File: src/rtl/reg_write_master_if.sv
// Host request and register-bus bundle for reg_write_master.
// master modport faces the block itself, slave faces the host/receiver.
interface reg_write_master_if;
  logic        req_valid;
  logic        req_ready;
  logic [3:0]  req_addr;
  logic [15:0] req_data;
  logic        bus_enable;
  logic        bus_phase;
  logic [3:0]  bus_address;
  logic [7:0]  bus_data;
  logic        busy;
  logic        done;
  logic [7:0]  write_count;

  modport master (
    input  req_valid, req_addr, req_data,
    output req_ready, bus_enable, bus_phase,
    output bus_address, bus_data,
    output busy, done, write_count
  );

  modport slave (
    output req_valid, req_addr, req_data,
    input  req_ready, bus_enable, bus_phase,
    input  bus_address, bus_data,
    input  busy, done, write_count
  );
endinterface

File: src/rtl/reg_write_master.sv
// Serialises 16-bit register writes into low/high byte strobes.
// Define REG_WRITE_MASTER_FIFO_EN for a 4-entry request FIFO.
module reg_write_master #(
  parameter int BYTE_CYCLES = 1
) (
  input  logic clk,
  input  logic rst_n,
  reg_write_master_if.master bus
);
  localparam logic [2:0] LAST = 3'(BYTE_CYCLES - 1);

  typedef enum logic [1:0] {IDLE, LO, HI, GAP} state_t;

  state_t      r_state;
  logic [2:0]  r_cyc;
  logic [7:0]  r_hi;
  logic        r_en;
  logic        r_phase;
  logic [3:0]  r_addr;
  logic [7:0]  r_data;
  logic        r_busy;
  logic        r_done;
  logic [7:0]  r_count;

  logic        w_acc;
  logic        w_start;
  logic [3:0]  w_nxt_addr;
  logic [15:0] w_nxt_data;

  assign w_acc = bus.req_valid && bus.req_ready;

`ifdef REG_WRITE_MASTER_FIFO_EN
  logic [3:0]  r_q_addr [4];
  logic [15:0] r_q_data [4];
  logic [1:0]  r_rd;
  logic [1:0]  r_wr;
  logic [2:0]  r_cnt;
  logic        w_open;
  logic        w_ne;
  logic        w_pop;
  logic        w_push;

  assign w_open  = (r_state == IDLE) || (r_state == GAP);
  assign w_ne    = (r_cnt != 3'd0);
  assign w_start = w_open && (w_ne || w_acc);
  assign w_pop   = w_start && w_ne;
  // empty FIFO: an accepted write goes straight onto the bus
  assign w_push  = w_acc && !(w_start && !w_ne);

  assign w_nxt_addr = w_ne ? r_q_addr[r_rd] : bus.req_addr;
  assign w_nxt_data = w_ne ? r_q_data[r_rd] : bus.req_data;
  assign bus.req_ready = rst_n && (r_cnt != 3'd4);

  always_ff @(posedge clk) begin
    if (!rst_n) begin
      r_rd  <= 2'd0;
      r_wr  <= 2'd0;
      r_cnt <= 3'd0;
    end else begin
      if (w_push) begin
        r_q_addr[r_wr] <= bus.req_addr;
        r_q_data[r_wr] <= bus.req_data;
        r_wr <= r_wr + 2'd1;
      end
      if (w_pop) r_rd <= r_rd + 2'd1;
      r_cnt <= r_cnt + {2'b0, w_push}
                     - {2'b0, w_pop};
    end
  end
`else
  assign w_start    = w_acc;
  assign w_nxt_addr = bus.req_addr;
  assign w_nxt_data = bus.req_data;
  assign bus.req_ready = rst_n && (r_state == IDLE);
`endif

  always_ff @(posedge clk) begin
    if (!rst_n) begin
      r_state <= IDLE;
      r_cyc   <= 3'd0;
      r_hi    <= 8'd0;
      r_en    <= 1'b0;
      r_phase <= 1'b0;
      r_addr  <= 4'd0;
      r_data  <= 8'd0;
      r_busy  <= 1'b0;
      r_done  <= 1'b0;
      r_count <= 8'd0;
    end else begin
      r_done <= 1'b0;
      unique case (r_state)
        IDLE, GAP: begin
          if (w_start) begin
            r_state <= LO;
            r_cyc   <= 3'd0;
            r_hi    <= w_nxt_data[15:8];
            r_en    <= 1'b1;
            r_phase <= 1'b0;
            r_addr  <= w_nxt_addr;
            r_data  <= w_nxt_data[7:0];
            r_busy  <= 1'b1;
          end else begin
            r_state <= IDLE;
            r_busy  <= 1'b0;
          end
        end
        LO: begin
          if (r_cyc == LAST) begin
            r_state <= HI;
            r_cyc   <= 3'd0;
            r_phase <= 1'b1;
            r_data  <= r_hi;
          end else begin
            r_cyc <= r_cyc + 3'd1;
          end
        end
        HI: begin
          if (r_cyc == LAST) begin
            r_state <= GAP;
            r_cyc   <= 3'd0;
            r_en    <= 1'b0;
            r_phase <= 1'b0;
            r_addr  <= 4'd0;
            r_data  <= 8'd0;
            r_done  <= 1'b1;
            r_count <= r_count + 8'd1;
          end else begin
            r_cyc <= r_cyc + 3'd1;
          end
        end
      endcase
    end
  end

  assign bus.bus_enable  = r_en;
  assign bus.bus_phase   = r_phase;
  assign bus.bus_address = r_addr;
  assign bus.bus_data    = r_data;
  assign bus.busy        = r_busy;
  assign bus.done        = r_done;
  assign bus.write_count = r_count;
endmodule

File: src/flat_wrapper.sv
// flat-port wrapper written by rule: the top's interface ports become plain ports
module reg_write_master_flat 
#(
  parameter int BYTE_CYCLES = 1
)
  (clk, rst_n, bus_req_valid, bus_req_addr, bus_req_data, bus_req_ready, bus_bus_enable, bus_bus_phase, bus_bus_address, bus_bus_data, bus_busy, bus_done, bus_write_count);
  reg_write_master_if bus_i ();
  input  logic clk;
  input  logic rst_n;
  input wire logic [$bits(bus_i.req_valid)-1:0] bus_req_valid;
  input wire logic [$bits(bus_i.req_addr)-1:0] bus_req_addr;
  input wire logic [$bits(bus_i.req_data)-1:0] bus_req_data;
  output wire logic [$bits(bus_i.req_ready)-1:0] bus_req_ready;
  output wire logic [$bits(bus_i.bus_enable)-1:0] bus_bus_enable;
  output wire logic [$bits(bus_i.bus_phase)-1:0] bus_bus_phase;
  output wire logic [$bits(bus_i.bus_address)-1:0] bus_bus_address;
  output wire logic [$bits(bus_i.bus_data)-1:0] bus_bus_data;
  output wire logic [$bits(bus_i.busy)-1:0] bus_busy;
  output wire logic [$bits(bus_i.done)-1:0] bus_done;
  output wire logic [$bits(bus_i.write_count)-1:0] bus_write_count;
  assign bus_i.req_valid = bus_req_valid;
  assign bus_i.req_addr = bus_req_addr;
  assign bus_i.req_data = bus_req_data;
  assign bus_req_ready = bus_i.req_ready;
  assign bus_bus_enable = bus_i.bus_enable;
  assign bus_bus_phase = bus_i.bus_phase;
  assign bus_bus_address = bus_i.bus_address;
  assign bus_bus_data = bus_i.bus_data;
  assign bus_busy = bus_i.busy;
  assign bus_done = bus_i.done;
  assign bus_write_count = bus_i.write_count;
  reg_write_master #(.BYTE_CYCLES(BYTE_CYCLES)) u_core (.clk(clk), .rst_n(rst_n), .bus(bus_i));
endmodule
File: config.mk
export PLATFORM = sky130hd
export DESIGN_NAME = reg_write_master_flat
export DESIGN_NICKNAME = d
export VERILOG_FILES = /design/src/rtl/reg_write_master_if.sv /design/src/rtl/reg_write_master.sv /design/src/flat_wrapper.sv
export SDC_FILE = /design/constraint.sdc
export NUM_CORES = 1
export LEC_CHECK = 0
export ABC_AREA = 1
export BUFFER_PORTS_ARGS = -buffer_cell sky130_fd_sc_hd__buf_2
export CAP_MARGIN = 20
export CORE_MARGIN = 8
export CORE_UTILIZATION = 49
export CTS_BUF_LIST = sky130_fd_sc_hd__clkbuf_8
export DETAILED_ROUTE_END_ITERATION = 6
export PLACE_DENSITY = 0.76
export SYNTH_ARGS = -nofsm -noshare
export SYNTH_HDL_FRONTEND = slang
export SYNTH_SLANG_ARGS = --single-unit
File: constraint.sdc
create_clock -name clk -period 3.24 [get_ports clk]
set_input_delay 0.648 -clock clk [delete_from_list [all_inputs] [get_ports clk]]
set_output_delay 0.648 -clock clk [all_outputs]
set_load 0.005 [all_outputs]
-- Word-level counts from Yosys, hierarchy flattened
Cells that the tools add are included.
- add/sub/neg operators: 2
- reductions and logical operators: 13
- equal/unequal tests: 6
- muxes and demuxes: 22
- operators by type and width (cell ; number):
    $mux W8 ; 3
    $pmux W8 S3 ; 1
    $add A8 B1 Y8 const B ; 1
    $mux W4 ; 2
    $pmux W4 S2 ; 1
    $reduce_and A2 Y1 ; 4
    $mux W1 ; 7
    $mux W3 ; 2
    $ne A2 B1 Y1 const B ; 3
    $pmux W2 S3 ; 1
    $pmux W3 S2 ; 1
    $reduce_and A3 Y1 ; 2
    $eq A2 B2 Y1 const B ; 2
    $mux W2 ; 2
    $reduce_or A2 Y1 ; 2
    $add A3 B1 Y3 const B ; 1
    $logic_not A3 Y1 ; 1
    $pmux W1 S3 ; 1
    $eq A2 B1 Y1 const B ; 1
    $logic_and A1 B1 Y1 ; 2
    $logic_not A2 Y1 ; 1
    $pmux W1 S2 ; 1
    $reduce_bool A2 Y1 ; 1
- bits of input ports: 23
- word-level logic and storage cells: 53
- output and inout port bits: 25
- register bits after elaboration: 37

-- Depth between registers and ports, before layout
- depth after elaboration: 5
- mapped depth: 9
- mapped depth without buffers: 9

-- Worst setup path before layout
OpenSTA, ideal clock, no wires.
- kind: input to output
- start point: input rst_n
- end point: output bus_req_ready
- data required time: 2.592 ns
- path slack: 1.560 ns
- data arrival time: 1.032 ns
- buffers on the path: 1
- stages on the path: 3
- path through: clkbuf_1 nand2_1 inv_1
- cells in the longest elaborated chain, start to end: 1
- RTL lines (element ; line ; text):
    start, declared ; flat_wrapper.sv:9 ; input logic rst_n;
    $logic_and A1 B1 Y1 ; reg_write_master.sv:74 ; assign bus.req_ready = rst_n && (r_state == IDLE);
    end, declared ; flat_wrapper.sv:13 ; output wire logic [$bits(bus_i.req_ready)-1:0] bus_req_ready;
No other way between the ends.

-- Final worst setup path
- start point: register u_core.r_state[0]
- end point: register u_core.r_data[0] (netlist: u_core.bus.bus_data[0])
- cells in the longest elaborated chain, start to end: 5
- elaborated cells on any way between the ends: 12
- classes of those cells: eq/ne (6); mux (1); reduce/logical (5)
- RTL lines (element ; line ; text):
    start, declared ; reg_write_master.sv:14 ; state_t r_state;
    start signal, assigned ; reg_write_master.sv:79 ; r_state <= IDLE;
    start signal, assigned ; reg_write_master.sv:94 ; r_state <= LO;
    start signal, assigned ; reg_write_master.sv:103 ; r_state <= IDLE;
    $logic_not A2 Y1 ; reg_write_master.sv:74, reg_write_master.sv:91 ;
    $logic_and A1 B1 Y1 ; reg_write_master.sv:74 ;
    $logic_and A1 B1 Y1 ; reg_write_master.sv:30 ; assign w_acc = bus.req_valid && bus.req_ready;
    $ne A2 B1 Y1 (no source line) ; -- ;
    $reduce_and A3 Y1 (no source line) ; -- ;
    end signal, assigned ; reg_write_master.sv:100 ; r_data <= w_nxt_data[7:0];
    end signal, assigned ; reg_write_master.sv:112 ; r_data <= r_hi;
    end, declared ; reg_write_master.sv:20 ; logic [7:0] r_data;
Parallel ways exist; a longest one is shown, timed or not.
A chain may end at the register's enable or synchronous reset.

==> flow_summary.ini <==
[die]
rows = 21
dieArea_um2 = 5580
ios = 48
start_util = 0.510
fp.dieH_um = 74.7
core_um2 = 3310
fp.dieW_um = 74.7

[global_routing]
antenna_found_initial = 0
grt_pass1_vias = 1549
gr-total-overflow = 0
grt_max_degree = 32
grt_use_total = 0.145
grt_first_pass_wirelength_mm = 6.31

[synth]
synth_top_family_by_area = simple AND/OR/NAND/NOR gates
seq_area_frac_synth = 0.439
synth_area_um2 = 1690
synth-simple-area-share = 0.331
synth_nets = 262
synth_compound_area_frac = 0.117
synth_adder_area_share = 0.0445
synth.avg_cell_area_um2 = 7.24
netlist_instances = 233
ys.warnings.count = 0
synth_cell_types = 21
ys_ff_latch = 37
muxShareOfSynthArea = 0
synth_xor_area_frac = 0.00519
yosysTopAreaCellShare = 0.439
synth_area_leaders = dfxtp_1 44%, nand2_1 10%, nor2_1 10%
yosysTopAreaCell = dfxtp_1

[run]
drv_cap = 0

[final_layout]
nets = 310
fillers = 336
multi_input_area_um2 = 841
final_layout_size_suffix_gt1_frac = 0.230
syn_to_final_growth_pct = 22.9
seqCellArea_um2 = 741
final_core_util = 0.627
antennaDiodeCount = 0

[routing]
via_count = 1560
drt-total-wl_mm = 3.73
avgRoutedWirePerCell_um = 11.4
drtAntennaViolNets = 0
drc = 0
drtIter0Drc = 70
firstDrtPassIters = 4
via_per_inst = 4.76

[clock_network]
cts_buffers = 5
cts.repair.resized = 0
clkLatencyLatePin_ps = 290
cts_tree = yes
post_cts_buffers = 0
h-tree-depth = 2
cts_hold_repair.buffers = 0
cts-root-buf = clkbuf_8
clockBufferDepth = 2
cts.sinks = 37
clk_pin_slew_ps = 70

[sta]
fin_crit_sh = 0.648
rsz0062_at_grt = no
worstMarginPinSlew_ps = 541
fin_skew_ps = 4.37
slew_headroom = 0.639
fmax_ghz = 0.476
hold_viol = 0
setup_viol = 0
tns_ps = 0
slew_violations = 0
min_period_ps = 2100
whs_ps = 469

[setup_path]
cp-end-kind = flip-flop
crit_path_start_kind = flip-flop
critPathMaxFanout = 19
reg2reg_setup_slack_ps = 1140
r2r_cells = 7
cpMaxStageDelayCell = ha_1
path_buf_inv = 2
max_stage_delay_ps = 630
worstPathRequired_ps = 3420
r2r-end = u_core.bus.bus_data[0]
worstPathArrival_ps = 2270
crit_path_cell_trace = inv_1 > ha_1 > inv_1 > nand2_4 > nand2_4 > o21ai_0 > nor2_1
critical_path_class = reg -> reg
r2r-start = u_core.r_state[0]
cpLargestDelayFamily = adder cells

[hold_path]
min_to = u_core.bus.bus_address[1]
hp-class = reg -> reg
holdCritStartpoint = u_core.bus.bus_address[1]
worst_hold_path.num_cells = 2

[placed_design]
globalplace.congestion = 0.805
dp_hpwl_mm = 2.89
port_buffers = 47

[pwr]
power_mw = 1.85
ir_worst_vdd_v = 0.000519
power.density_nw_per_um2 = 894
p_leak_nw = 1.03

[outcome]
outcome = finished, final reports clean
==> worst max path at each step <==
stage | to | cells after the start | from | slack [ps]
after floorplan | bus_req_ready | 3 | rst_n | 1560
after CTS | u_core.bus.bus_data[0] | 7 | u_core.r_state[0] | 1130
after global placement | u_core.bus.bus_data[0] | 7 | u_core.r_state[1] | 1200
after global routing | u_core.bus.bus_data[0] | 7 | u_core.r_state[0] | 910
final | u_core.bus.bus_data[0] | 7 | u_core.r_state[0] | 1140
after detailed placement | u_core.bus.bus_data[0] | 7 | u_core.r_state[0] | 1140
==> cell usage after synthesis (all sizes together) <==
cell,n
nand4,3
dfxtp,37
nand2,48
o21a,2
inv,19
xor2,1
nor3,8
a21oi,11
clkbuf,4
nor2,48
buf,3
o21ai,24
ha,6
clkinv,1
nand3,18
==> report_power, final <==
group	internal [mW]	switching (mW)	total [mW]
registers	0.573	0.0600	0.633
clock network	0.248	0.156	0.404
logic	0.282	0.536	0.817
total	1.10	0.752	1.85
==> registers in the layout (all words and copies together) (netlist names) <==
name and cells:
u_core.r_state 2, u_core.r_cyc 3, u_core.bus.done 1, u_core.bus.bus_data 8
u_core.r_hi 8, u_core.bus.bus_address 4, u_core.bus.write_count 8, u_core.bus.bus_enable 1
u_core.bus.busy 1, u_core.bus.bus_phase 1
==> area by class of cell <==
cell class                      count  area share
Timing Repair Buffer               48       0.117
Clock buffer                        6      0.0398
Clock inverter                      2      0.0163
Multi-Input combinational cell    169       0.405
Inverter                           20      0.0368
Tap cell                           46      0.0277
Sequential cell                    37       0.357
==> kinds of logic (layout without fill, tap and decap cells) <==
kind of cell,Yosys count,in the layout
buf+inv,27,76
fa+ha+maj,6,6
xor+xnor,1,1
compound gates,37,37
simple gates,125,125
flops,37,37
==> worst reg2reg max path: cells and delay by family, from the launching register on <==
family                   cells  cell delay, ps
adder cells (fa/ha/maj)      1             630
AO/OA/AOI/OAI                1             220
buffers and inverters        2             410
flip-flops                   1             350
AND/OR/NAND/NOR              3             380
==> layer usage <==
layer	routed length, um	GRT usage	up-vias
li1	-	-	843
met1	1700	0.160	679
met2	1760	0.240	31
met3	211	0.0479	7
met4	60	0.0826	0
met5	0	0	-
==> stage by stage <==
stage | cell area (um^2) | instances | worst slack, ps
5_1_grt | 2070 | 328 | 915
6_report | 2070 | 328 | 1140
4_1_cts | 2070 | 328 | 1130
2_1_floorplan | 1690 | 233 | 1560
3_5_place_dp | 1960 | 320 | 1140
3_3_place_gp | 1960 | 320 | 1200
==> placed cells by master (no fill, tap or decap) <==
master and count:
buf_2 47, nand2_1 46, nor2_1 46, dfxtp_1 37, o21ai_0 22, inv_1 19
nand3_1 16, a21oi_1 11, nor3_1 8, ha_1 6, clkbuf_8 6, nand4_1 3
nand3_4 2, o21ai_2 2, nand2_4 2, o21a_1 2, inv_2 1, nor2_2 1
nor2_4 1, xor2_1 1, clkinv_2 1, bufinv_16 1, buf_4 1
Note: power is estimated with default switching activity, not from simulation.
